`config.mk`:
```
export PLATFORM = sky130hd
export DESIGN_NAME = parallel_control_unit
export DESIGN_NICKNAME = d
export VERILOG_FILES = /design/src/rtl/channel_pkg.sv /design/src/rtl/parallel_control_unit.sv
export SDC_FILE = /design/constraint.sdc
export NUM_CORES = 1
export LEC_CHECK = 0
export CAP_MARGIN = 20
export CORE_MARGIN = 2
export CORE_UTILIZATION = 30
export CTS_CLUSTER_SIZE = 12
export DETAILED_ROUTE_END_ITERATION = 16
export HOLD_SLACK_MARGIN = 0.03
export PLACE_DENSITY_LB_ADDON = 0.08
export SLEW_MARGIN = 15
export SYNTH_ARGS = -nofsm -noshare
export SYNTH_HDL_FRONTEND = slang
export SYNTH_SLANG_ARGS = --single-unit
```
`constraint.sdc`:
```
create_clock -name clk -period 4.85 [get_ports clk]
set_input_delay 1.455 -clock clk [delete_from_list [all_inputs] [get_ports clk]]
set_output_delay 1.455 -clock clk [all_outputs]
set_load 0.05 [all_outputs]
```
`src/rtl/channel_pkg.sv`:
```
// Shared definitions for the Parallel Channel "A" interface: responder tag states,
// status byte bits and the command codes the control unit treats specially.
package channel_pkg;

    typedef enum logic [3:0] {
        ST_IDLE,
        ST_ADDR_IN,
        ST_CMD_WAIT,
        ST_STATUS_IN,
        ST_STATUS_ACK,
        ST_WR_REQ,
        ST_WR_ACK,
        ST_RD_REQ,
        ST_RD_ACK,
        ST_END_STATUS,
        ST_END_ACK
    } tag_state_t;

    localparam logic [7:0] STATUS_DE    = 8'h20;
    localparam logic [7:0] STATUS_CE    = 8'h10;
    localparam logic [7:0] STATUS_CE_DE = STATUS_CE | STATUS_DE;

    localparam logic [7:0] CMD_TEST_IO = 8'h00;
    localparam logic [7:0] CMD_NOP     = 8'h03;

    function automatic logic [7:0] initial_status(input logic [7:0] cmd);
        return (cmd == CMD_NOP) ? STATUS_CE_DE : 8'h00;
    endfunction

endpackage

```
`src/rtl/parallel_control_unit.sv`:
```
// Device-side responder for Parallel Channel "A": answers selection, presents address,
// status and data on the in-tags, and moves commands/data over AXI-Stream.
module parallel_control_unit
    import channel_pkg::*;
#(
    parameter logic [7:0] DEVICE_ADDRESS = 8'h01
) (
    input  logic       clk,
    input  logic       reset,
    input  logic [7:0] a_bus_out,
    input  logic       a_operational_out,
    input  logic       a_hold_out,
    input  logic       a_select_out,
    input  logic       a_address_out,
    input  logic       a_command_out,
    input  logic       a_service_out,
    input  logic       a_suppress_out,
    output logic [7:0] a_bus_in,
    output logic       a_operational_in,
    output logic       a_address_in,
    output logic       a_status_in,
    output logic       a_service_in,
    output logic       a_select_in,
    output logic       a_request_in,
    output logic       busy,
    output logic [7:0] cmd_tdata,
    output logic       cmd_tvalid,
    output logic [7:0] data_recv_tdata,
    output logic       data_recv_tvalid,
    input  logic       data_recv_tready,
    input  logic [7:0] data_send_tdata,
    input  logic       data_send_tvalid,
    input  logic       data_send_tlast,
    output logic       data_send_tready
);

    tag_state_t state, state_n;
    logic [7:0] rd_byte, rd_byte_n, cmd_n, bus_in_n, recv_data_n;
    logic       held, held_n, last, last_n;
    logic       op_in_n, addr_in_n, status_in_n, service_in_n, select_n;
    logic       cmd_tvalid_n, recv_valid_n, send_tready_n;

    logic unused;
    assign unused = &{1'b0, a_hold_out, a_suppress_out};
    assign a_request_in = 1'b0;

    always_comb begin
        state_n      = state;
        cmd_n        = cmd_tdata;
        rd_byte_n    = rd_byte;
        held_n       = held;
        last_n       = last;
        select_n     = 1'b0;
        cmd_tvalid_n = 1'b0;
        recv_data_n  = data_recv_tdata;
        recv_valid_n = data_recv_tvalid && !data_recv_tready;

        if (!a_operational_out) begin
            state_n = ST_IDLE;
            held_n  = 1'b0;
        end else begin
            case (state)
                ST_IDLE: begin
                    if (a_address_out && a_select_out && a_bus_out == DEVICE_ADDRESS)
                        state_n = ST_ADDR_IN;
                    else
                        select_n = a_select_out && a_address_out;
                end
                ST_ADDR_IN: begin
                    if (a_command_out) begin
                        cmd_n        = a_bus_out;
                        cmd_tvalid_n = 1'b1;
                        state_n      = ST_CMD_WAIT;
                    end
                end
                ST_CMD_WAIT:   if (!a_command_out) state_n = ST_STATUS_IN;
                ST_STATUS_IN:  if (a_service_out) state_n = ST_STATUS_ACK;
                ST_STATUS_ACK: begin
                    if (!a_service_out) begin
                        if (cmd_tdata == CMD_TEST_IO || initial_status(cmd_tdata) != 8'h00)
                            state_n = ST_IDLE;
                        else if (cmd_tdata[0])
                            state_n = ST_WR_REQ;
                        else
                            state_n = ST_RD_REQ;
                    end
                end
                // Service-out only counts once our service-in is up, so a pending byte is never overwritten
                ST_WR_REQ: begin
                    if (a_command_out) begin
                        state_n = ST_END_STATUS;
                    end else if (a_service_out && a_service_in) begin
                        recv_data_n  = a_bus_out;
                        recv_valid_n = 1'b1;
                        state_n      = ST_WR_ACK;
                    end
                end
                ST_WR_ACK: if (!a_service_out) state_n = ST_WR_REQ;
                ST_RD_REQ: begin
                    if (a_command_out) begin
                        held_n  = 1'b0;
                        state_n = ST_END_STATUS;
                    end else if (a_service_out && held) begin
                        held_n  = 1'b0;
                        state_n = ST_RD_ACK;
                    end else if (!held && data_send_tready && data_send_tvalid) begin
                        held_n    = 1'b1;
                        rd_byte_n = data_send_tdata;
                        last_n    = data_send_tlast;
                    end
                end
                ST_RD_ACK:     if (!a_service_out) state_n = last ? ST_END_STATUS : ST_RD_REQ;
                ST_END_STATUS: if (a_status_in && a_service_out) state_n = ST_END_ACK;
                ST_END_ACK:    if (!a_service_out) state_n = ST_IDLE;
                default:       state_n = ST_IDLE;
            endcase
        end

        // Every tag is a function of the state being entered, which gives the one-clock response
        op_in_n       = (state_n != ST_IDLE);
        addr_in_n     = (state_n == ST_ADDR_IN);
        status_in_n   = (state_n == ST_STATUS_IN) ||
                        (state_n == ST_END_STATUS && ((state == ST_END_STATUS && a_status_in) || !a_command_out));
        service_in_n  = (state_n == ST_WR_REQ && !recv_valid_n) || (state_n == ST_RD_REQ && held_n);
        send_tready_n = (state_n == ST_RD_REQ) && !held_n;

        bus_in_n = '0;
        if (addr_in_n)
            bus_in_n = DEVICE_ADDRESS;
        else if (state_n == ST_STATUS_IN)
            bus_in_n = initial_status(cmd_n);
        else if (state_n == ST_END_STATUS && status_in_n)
            bus_in_n = STATUS_CE_DE;
        else if (state_n == ST_RD_REQ && held_n)
            bus_in_n = rd_byte_n;
    end

    always_ff @(posedge clk) begin
        if (reset) begin
            state            <= ST_IDLE;
            rd_byte          <= '0;
            held             <= 1'b0;
            last             <= 1'b0;
            a_bus_in         <= '0;
            a_operational_in <= 1'b0;
            a_address_in     <= 1'b0;
            a_status_in      <= 1'b0;
            a_service_in     <= 1'b0;
            a_select_in      <= 1'b0;
            busy             <= 1'b0;
            cmd_tdata        <= '0;
            cmd_tvalid       <= 1'b0;
            data_recv_tdata  <= '0;
            data_recv_tvalid <= 1'b0;
            data_send_tready <= 1'b0;
        end else begin
            state            <= state_n;
            rd_byte          <= rd_byte_n;
            held             <= held_n;
            last             <= last_n;
            a_bus_in         <= bus_in_n;
            a_operational_in <= op_in_n;
            a_address_in     <= addr_in_n;
            a_status_in      <= status_in_n;
            a_service_in     <= service_in_n;
            a_select_in      <= select_n;
            busy             <= op_in_n;
            cmd_tdata        <= cmd_n;
            cmd_tvalid       <= cmd_tvalid_n;
            data_recv_tdata  <= recv_data_n;
            data_recv_tvalid <= recv_valid_n;
            data_send_tready <= send_tready_n;
        end
    end

endmodule

```
==> flow_summary_export.csv, run 1 <==
group,metric,value,unit
setup_path,cp_top_family,"buffers and inverters",
cells_and_area,syn2layout_area_growth,36.02,%
cts,ctsLongestPathBuffers,2,
synthesis,synth_edf_count,0,
placement,place_area,2703,sq um
detailed_routing,num_vias,1831,
detailed_routing,ant_nets,0,
synthesis,yosysTopAreaCell,"dfxtp_1",
power_and_ir_drop,power_leakage,1.104,nW
sta,hold_ws,493.7,ps
setup_path,critPathRequiredTime,5060,ps
synthesis,synth_seq_area_share,44.55,%
setup_path,cp_max_fo,11,
sta,finalHoldViolCount,0,
cts,cts_resized,0,
synthesis,yosysTopAreaCellShare,44.55,%
global_routing,grt_use_met1,21.15,%
cts,cts_num_sinks,46,
synthesis,postSynth.asyncResetShare,0,%
cts,htree_levels,2,
placement,post-place-ws,863.5,ps
detailed_routing,drc_errors,0,
die,die_h,87.01,um
die,dieArea,7570,sq um
power_and_ir_drop,p_int,0.0005516,W
cts,clk_transition_reported_paths,80,ps
die,initial_utilization,30.76,%
sta,period_needed,3685,ps
global_routing,grt_start_max_net_pins,22,
setup_path,worst_ep_arrival_time,3900,ps
power_and_ir_drop,switching_share,21.58,%
sta,tightest_slew,821.4,ps
power_and_ir_drop,seq_power_share,53.7,%
hold_path,hold_path_class,"reg -> reg",
global_routing,grt_pass1_wl,8935,um
synthesis,yosysWarningCount,0,
synthesis,ys_top_cells_by_count,"dfxtp_1, nor2_1, mux2i_1",
setup_path,cpPeakStageDelay,750,ps
sta,report.final.slew_viol_count,0,
synthesis,synth_ff_type,"dfxtp_1",
synthesis,synth.avg_cell_area,9.026,sq um
power_and_ir_drop,p_switching,0.0001518,W
global_routing,use_met3,4.265,%
setup_path,critical-path-slowest-cell,"clkdlybuf4s50_1",
die,std_cell_rows,30,
die,ioPinCount,62,
placement,io_buffers,58,
cts,clock_latency,300,ps
global_routing,grt_pass1_vias,1731,
global_routing,grtUsageMet2,22.55,%
setup_path,path_class,"in -> reg",
detailed_routing,drt_iter0_markers,77,
sta,max_freq,271.4,MHz
synthesis,synthesis.area,2067,sq um
sta,fin_crit_sh,75.98,%
synthesis,ys_top_cells_by_area,"dfxtp_1, mux2i_1, nor2_1, nor3_1, clkbuf_1",
sta,final-setup-viol-count,0,
global_routing,antenna_found_initial,0,
die,die_width,87.01,um
synthesis,synth_most_common_cell,"dfxtp_1",
detailed_routing,firstDrtPassIters,4,
cts,cts_root_buf,"clkbuf_8",
power_and_ir_drop,peakVddDrop,0.1208,mV
placement,finalWeightedCongestion,0.7528,
die,coreArea,6719,sq um
setup_path,worst-path-buf-inv,2,
sta,clock_skew,4.890,ps
synthesis,synthCells,229,
power_and_ir_drop,combPwrFrac,6.1,%
flow_run,maxCapViolCount,0,
detailed_routing,viasPerCell,5.058,
cts,cts_tree,"yes",
cts,postCtsHoldBufs,0,
cells_and_area,n_antenna_cell,0,
cells_and_area,fin_util,41.84,%
cells_and_area,fillers,688,
cts,numCtsBuffers,5,
global_routing,grt.busiest_layer,"met2",
detailed_routing,drt_wl_total,5547,um
global_routing,grt_usage,15.15,%
sta,fin_tns_setup,0,ps
cells_and_area,layout-drive-gt1-share,7.447,%
placement,dp_hpwl,3936,um
sta,fin_ws,1165,ps
detailed_routing,wl_per_cell,15.32,um
synthesis,ys_ff_latch,46,
cells_and_area,fin_nets,309,
sta,slew_headroom,45.07,%
power_and_ir_drop,clock_power_share,40.2,%
setup_path,cp-start-kind,"input port",
synthesis,synth_cell_types,49,
setup_path,path_cells,"clkdlybuf4s50_1 -> inv_1 -> a21oi_1 -> a221oi_1 -> or4b_4 -> mux2_4 -> o31ai_1",
cts,cts_setup_buffers,0,
power_and_ir_drop,p_per_area,250.2,nW/um^2
setup_path,end_kind,"flip-flop",
global_routing,grt-ovfl-total,0,
cells_and_area,fin_area,2811,sq um
synthesis,syn-num-nets,257,
sta,rsz0062_at_grt,"no",
run_status,outcome,"completed",
==> path summary, 6_finish.rpt <==
path	startpoint	end	slack, ps	depth (start not counted)
max	a_service_out	a_bus_in[5]	1170	7
min	rd_byte[3]	rd_byte[3]	490	2
max reg2reg	cmd_tdata[2]	a_bus_in[0]	2360	6
min reg2reg	rd_byte[3]	rd_byte[3]	490	2
==> cells in the final DEF (no fill, tap or decap), drive strengths merged, types with 5 or more instances in the layout <==
cell / instances
clkdlybuf4s50: 58
nand4: 5
dfxtp: 46
o21ai: 6
nor3: 9
nor2b: 5
mux2i: 25
a21oi: 5
inv: 5
clkbuf: 5
nor2: 45
nand2: 8
==> through the flow <==
stage	std cells	total power [W]
after floorplan	229	0.0004021
after global placement	354	0.0004299
after detailed placement	354	0.0004299
after CTS	362	0.0007133
after global routing	362	0.0007324
final	362	0.0007034
==> power by group through the flow <==
stage / registers (W) / logic, W / clock network, W
floorplan: 0.000387 / 0.0000147 / 0
global placement: 0.000387 / 0.0000433 / 0
detailed placement: 0.000387 / 0.0000434 / 0
CTS: 0.000378 / 0.0000437 / 0.000292
global route: 0.000378 / 0.0000467 / 0.000308
finish: 0.000378 / 0.0000431 / 0.000283
==> worst register-to-register path, stage by stage (launching register included) <==
cell      delay [ps]
dfxtp_1          340
or4_4            560
nor4b_1          430
o21ai_0          120
and3_1           250
o211ai_1         510
o32ai_1          160
==> area by class of cell <==
class | count | area [sq um] | area share [%]
clock buffer | 5 | 68.82 | 2.448
inverter | 5 | 18.77 | 0.6676
tap | 80 | 100.1 | 3.560
timing repair buffer | 62 | 610.6 | 21.72
multi-input combinational | 161 | 1052 | 37.43
sequential | 46 | 920.9 | 32.75
clock inverter | 3 | 40.04 | 1.424
==> metal layers <==
metal	part of all wire [%]	wire, um	up-vias
li1	-	-	922
met1	51	2819	863
met2	43	2388	38
met3	4.8	269	8
met4	1.3	70	0
met5	0	0	-
==> sequential cells by signal (all words and copies together), names as in the netlist, 4 cells and up <==
name	count
cmd_tdata	8
data_recv_tdata	8
rd_byte	8
a_bus_in	8
state	4
==> kinds of logic after synthesis <==
kind of cell    share of synthesized area, %
simple gates                           24.82
flops                                  44.55
compound gates                         12.35
mux                                    12.83
buf+inv                                4.842
xor+xnor                              0.4238
other cells                           0.1814
Note: power is estimated with default switching activity, not from simulation.
==> run 2: changes to the inputs <==
==> constraint.sdc (replaced) <==
create_clock -name clk -period 3.6 [get_ports clk]
set_input_delay 1.08 -clock clk [delete_from_list [all_inputs] [get_ports clk]]
set_output_delay 1.08 -clock clk [all_outputs]
set_load 0.05 [all_outputs]
==> flow_summary_export.csv, run 2 (same netlist as run 1, synthesis figures left out) <==
group,metric,value,unit
sta,report.final.slew_viol_count,0,
cts,htree_levels,2,
die,die_width,87.01,um
die,ioPinCount,62,
placement,post-place-ws,126.3,ps
setup_path,worst_ep_arrival_time,3340,ps
global_routing,grt_usage,15.34,%
detailed_routing,drt_iter0_markers,81,
cells_and_area,layout-drive-gt1-share,10.62,%
setup_path,critPathRequiredTime,3810,ps
setup_path,path_cells,"clkdlybuf4s50_1 -> buf_4 -> nor4_2 -> nor3_1 -> or4b_4 -> mux2_4 -> o31ai_1",
die,std_cell_rows,30,
cells_and_area,fillers,678,
sta,tightest_slew,600.3,ps
sta,final-setup-viol-count,0,
global_routing,grt-ovfl-total,0,
cts,cts_tree,"yes",
setup_path,critical-path-slowest-cell,"or4b_4",
cts,cts_num_sinks,46,
die,initial_utilization,30.76,%
cts,cts_resized,0,
sta,fin_ws,472.3,ps
detailed_routing,drc_errors,0,
global_routing,antenna_found_initial,0,
global_routing,grt_pass1_wl,9170,um
detailed_routing,ant_nets,0,
placement,io_buffers,58,
sta,finalHoldViolCount,0,
cts,clk_transition_reported_paths,80,ps
sta,fin_tns_setup,0,ps
power_and_ir_drop,peakVddDrop,0.1852,mV
sta,period_needed,3128,ps
global_routing,grt_start_max_net_pins,20,
detailed_routing,wl_per_cell,14.76,um
detailed_routing,drt_wl_total,5492,um
cts,postCtsHoldBufs,0,
setup_path,path_class,"in -> reg",
flow_run,maxCapViolCount,0,
setup_path,cpPeakStageDelay,600,ps
cells_and_area,final_common_cell,"clkdlybuf4s50_1",
cts,cts_root_buf,"clkbuf_8",
detailed_routing,firstDrtPassIters,4,
power_and_ir_drop,power_leakage,1.150,nW
cells_and_area,fin_nets,319,
sta,fin_crit_sh,86.88,%
cts,ctsLongestPathBuffers,2,
cts,cts_setup_buffers,0,
die,coreArea,6719,sq um
detailed_routing,num_vias,1833,
setup_path,end_kind,"flip-flop",
hold_path,hold_path_class,"reg -> reg",
cts,clock_latency,300,ps
sta,rsz0062_at_grt,"no",
setup_path,cp_max_fo,10,
power_and_ir_drop,power,0.0009189,W
sta,max_freq,319.7,MHz
cts,numCtsBuffers,5,
sta,clock_skew,10.75,ps
die,die_h,87.01,um
cells_and_area,syn2layout_area_growth,39.47,%
placement,dp_hpwl,4016,um
placement,finalWeightedCongestion,0.8277,
setup_path,cp-start-kind,"input port",
run_status,outcome,"completed",
global_routing,grt_pass1_vias,1836,
cells_and_area,final_cell_mix,"clkdlybuf4s50_1, dfxtp_1, nor2_1, mux2i_1, buf_4",
sta,slew_headroom,59.93,%
detailed_routing,viasPerCell,4.927,
power_and_ir_drop,p_per_area,318.8,nW/um^2
cells_and_area,n_antenna_cell,0,
die,dieArea,7570,sq um
==> run 2: metrics by stage <==
| step | cells | cell area (sq um) | hold WS (ps) | util, % |
|---|---|---|---|---|
| finish | 372 | 2883 | 492.9 | 42.91 |
| detailed placement | 364 | 2778 | 474.6 | 41.34 |
| floorplan | 229 | 2067 | 454.9 | - |
| CTS | 372 | 2883 | 498.2 | 42.91 |
| global route | 372 | 2883 | 531.1 | 42.91 |
| global placement | 364 | 2778 | 471.3 | 41.34 |
==> run 2: path summary, 6_finish.rpt <==
kind                            slack (ps)  cells after the start     startpoint     endpoint
worst max register to register        1140                      6       state[1]  a_bus_in[5]
worst min-delay path                   490                      2     rd_byte[1]   rd_byte[1]
worst min register to register         490                      2     rd_byte[1]   rd_byte[1]
worst max-delay path                   470                      7  a_service_out  a_bus_in[5]
==> run 2: area by class of cell <==
cell class / count / area [sq um] / share of cell area (%)
Sequential cell: 46 / 920.9 / 31.94
Inverter: 5 / 18.77 / 0.6510
Tap cell: 80 / 100.1 / 3.472
Multi-Input combinational cell: 161 / 1052 / 36.50
Clock buffer: 7 / 96.34 / 3.342
Timing Repair Buffer: 72 / 685.7 / 23.78
Clock inverter: 1 / 8.758 / 0.3038
==> run 2: layer usage <==
metal,vias up,GRT usage [%],share of wire [%]
met5,-,0,0
met4,0,4.688,1.0
met3,5,4.076,5.0
met1,850,21.14,50
li1,940,-,-
met2,38,23.39,44
==> run 2: worst max-delay path, delay by kind of cell <==
kind | cells | cell delay [ps]
buffers and inverters | 2 | 730
muxes | 1 | 350
AOI/OAI and AO/OA | 1 | 230
and+or+nand+nor | 3 | 940
==> run 2: power by group <==
group           total, W  internal [W]  switching, W
Clock           0.000348      0.000176      0.000172
Combinational  0.0000627     0.0000345     0.0000282
Sequential      0.000509      0.000509   0.000000104
==> run 3: changes to the inputs <==
--- a/config.mk
+++ b/config.mk
@@ -5,6 +5,7 @@
 export SDC_FILE = /design/constraint.sdc
 export NUM_CORES = 1
 export LEC_CHECK = 0
+export ABC_CLOCK_PERIOD_IN_PS = 3700
 export CAP_MARGIN = 20
 export CORE_MARGIN = 2
 export CORE_UTILIZATION = 30
==> constraint.sdc (replaced) <==
create_clock -name clk -period 3.7 [get_ports clk]
set_input_delay 1.11 -clock clk [delete_from_list [all_inputs] [get_ports clk]]
set_output_delay 1.11 -clock clk [all_outputs]
set_load 0.05 [all_outputs]
==> flow_summary_export.csv, run 3 (same netlist as run 1, synthesis figures left out) <==
group,metric,value,unit
sta,tightest_slew,642.3,ps
cells_and_area,fillers,688,
power_and_ir_drop,peakVddDrop,0.1314,mV
cts,cts_resized,0,
sta,report.final.slew_viol_count,0,
global_routing,grt_pass1_vias,1740,
placement,dp_hpwl,4020,um
detailed_routing,ant_nets,0,
die,dieArea,7570,sq um
sta,rsz0062_at_grt,"no",
cts,htree_levels,2,
power_and_ir_drop,switching_share,22.80,%
die,initial_utilization,30.76,%
setup_path,cp-start-kind,"input port",
cts,cts_setup_buffers,0,
sta,hold_ws,495.1,ps
power_and_ir_drop,power,0.0008546,W
cells_and_area,fin_area,2838,sq um
cts,cts_num_sinks,46,
global_routing,grt_start_max_net_pins,25,
sta,fin_tns_setup,0,ps
die,std_cell_rows,30,
sta,max_freq,310.7,MHz
setup_path,rr_startpoint,"cmd_tdata[2]",
hold_path,min_to,"rd_byte[3]",
setup_path,r2r_slack,1200,ps
flow_run,maxCapViolCount,0,
cells_and_area,final_cell_mix,"clkdlybuf4s50_1, dfxtp_1, nor2_1, mux2i_1, buf_4",
global_routing,grt_usage,15.00,%
cts,clk_transition_reported_paths,90,ps
power_and_ir_drop,combPwrFrac,7.0,%
placement,finalWeightedCongestion,0.7773,
die,die_h,87.01,um
cells_and_area,final_common_cell,"clkdlybuf4s50_1",
power_and_ir_drop,p_int,0.0006598,W
power_and_ir_drop,seq_power_share,57.9,%
die,coreArea,6719,sq um
detailed_routing,drt_iter0_markers,35,
hold_path,hold_start,"rd_byte[3]",
hold_path,whs_path_depth,2,
cts,postCtsHoldBufs,0,
run_status,outcome,"completed",
power_and_ir_drop,power_leakage,1.120,nW
global_routing,grt-ovfl-total,0,
placement,place_inst,360,
power_and_ir_drop,p_per_area,301.2,nW/um^2
cts,ctsLongestPathBuffers,2,
cts,numCtsBuffers,5,
setup_path,r2r-end,"a_service_in",
placement,io_buffers,58,
setup_path,path_class,"in -> reg",
detailed_routing,drt_wl_total,5404,um
sta,final-setup-viol-count,0,
detailed_routing,viasPerCell,4.861,
detailed_routing,wl_per_cell,14.68,um
die,ioPinCount,62,
cells_and_area,layout-drive-gt1-share,9.375,%
setup_path,critPathRequiredTime,3870,ps
setup_path,worst_ep_arrival_time,3390,ps
detailed_routing,firstDrtPassIters,4,
sta,slew_headroom,57.04,%
cts,cts_root_buf,"clkbuf_8",
cts,cts_tree,"yes",
die,die_width,87.01,um
setup_path,end_kind,"flip-flop",
hold_path,hold_path_class,"reg -> reg",
sta,clock_skew,6.648,ps
cells_and_area,syn2layout_area_growth,37.29,%
cells_and_area,final_cells,368,
power_and_ir_drop,clock_power_share,35.1,%
sta,fin_crit_sh,87.00,%
sta,finalHoldViolCount,0,
cells_and_area,fin_nets,315,
cts,clock_latency,290,ps
global_routing,antenna_found_initial,0,
sta,period_needed,3219,ps
setup_path,cp_max_fo,10,
setup_path,worst-r2r-cell-count,6,
detailed_routing,num_vias,1789,
detailed_routing,drc_errors,0,
global_routing,grt_pass1_wl,8921,um
cells_and_area,n_antenna_cell,0,
placement,place_area,2748,sq um
power_and_ir_drop,p_switching,0.0001948,W
-- run 3: cell types whose count changed in the layout (fill, tap and decap cells not counted), sizes merged --
| cell | previous run | this run |
|---|---|---|
| buf | 14 | 10 |
| clkbuf | 7 | 5 |
| clkinv | 1 | 2 |
| clkinvlp | 0 | 1 |
-- run 3: power groups by stage --
stage               clock network (W)  registers [W]  logic (W)
floorplan                           0       0.000508  0.0000193
global placement                    0       0.000507  0.0000605
detailed placement                  0       0.000507  0.0000600
CTS                          0.000318       0.000495  0.0000603
global route                 0.000339       0.000495  0.0000645
finish                       0.000300       0.000495  0.0000595
-- run 3: worst max-delay path by stage --
stage                  start      endpoint  slack, ps
2_1_floorplan  a_command_out   a_bus_in[4]        760
3_3_place_gp   a_service_out   a_bus_in[0]        190
3_5_place_dp   a_service_out   a_bus_in[0]        200
4_1_cts        a_service_out   a_bus_in[0]        500
5_1_grt        a_service_out   a_bus_in[0]        300
6_report       a_service_out  a_service_in        480
-- run 3: critical path: stages --
cell and delay [ps]:
clkdlybuf4s50_1 540, buf_4 220, nor4_2 280, nor3_1 90
or4b_4 600, nand3b_1 190, a211oi_1 350
-- run 3: final cells by class --
type	instances	area, sq um	area share [%]
tap	80	100.1	3.527
inverter	5	18.77	0.6614
timing repair buffer	68	655.6	23.10
multi-input combinational	161	1052	37.08
clock inverter	3	21.27	0.7496
sequential	46	920.9	32.45
clock buffer	5	68.82	2.425
-- run 3: layer usage --
metal  GRT usage (%)  routed length, um  vias up
met5               0                  0        -
met4           3.835                 31        0
met3           4.550                304        2
met2           22.14               2388       35
met1           21.27               2678      824
li1                -                  -      928
-- run 3: metrics by stage --
stage	setup slack [ps]	utilization [%]
2_1_floorplan	764.6	-
3_3_place_gp	191.0	40.89
3_5_place_dp	198.9	40.89
4_1_cts	497.4	42.23
5_1_grt	295.6	42.23
6_report	481.1	42.23
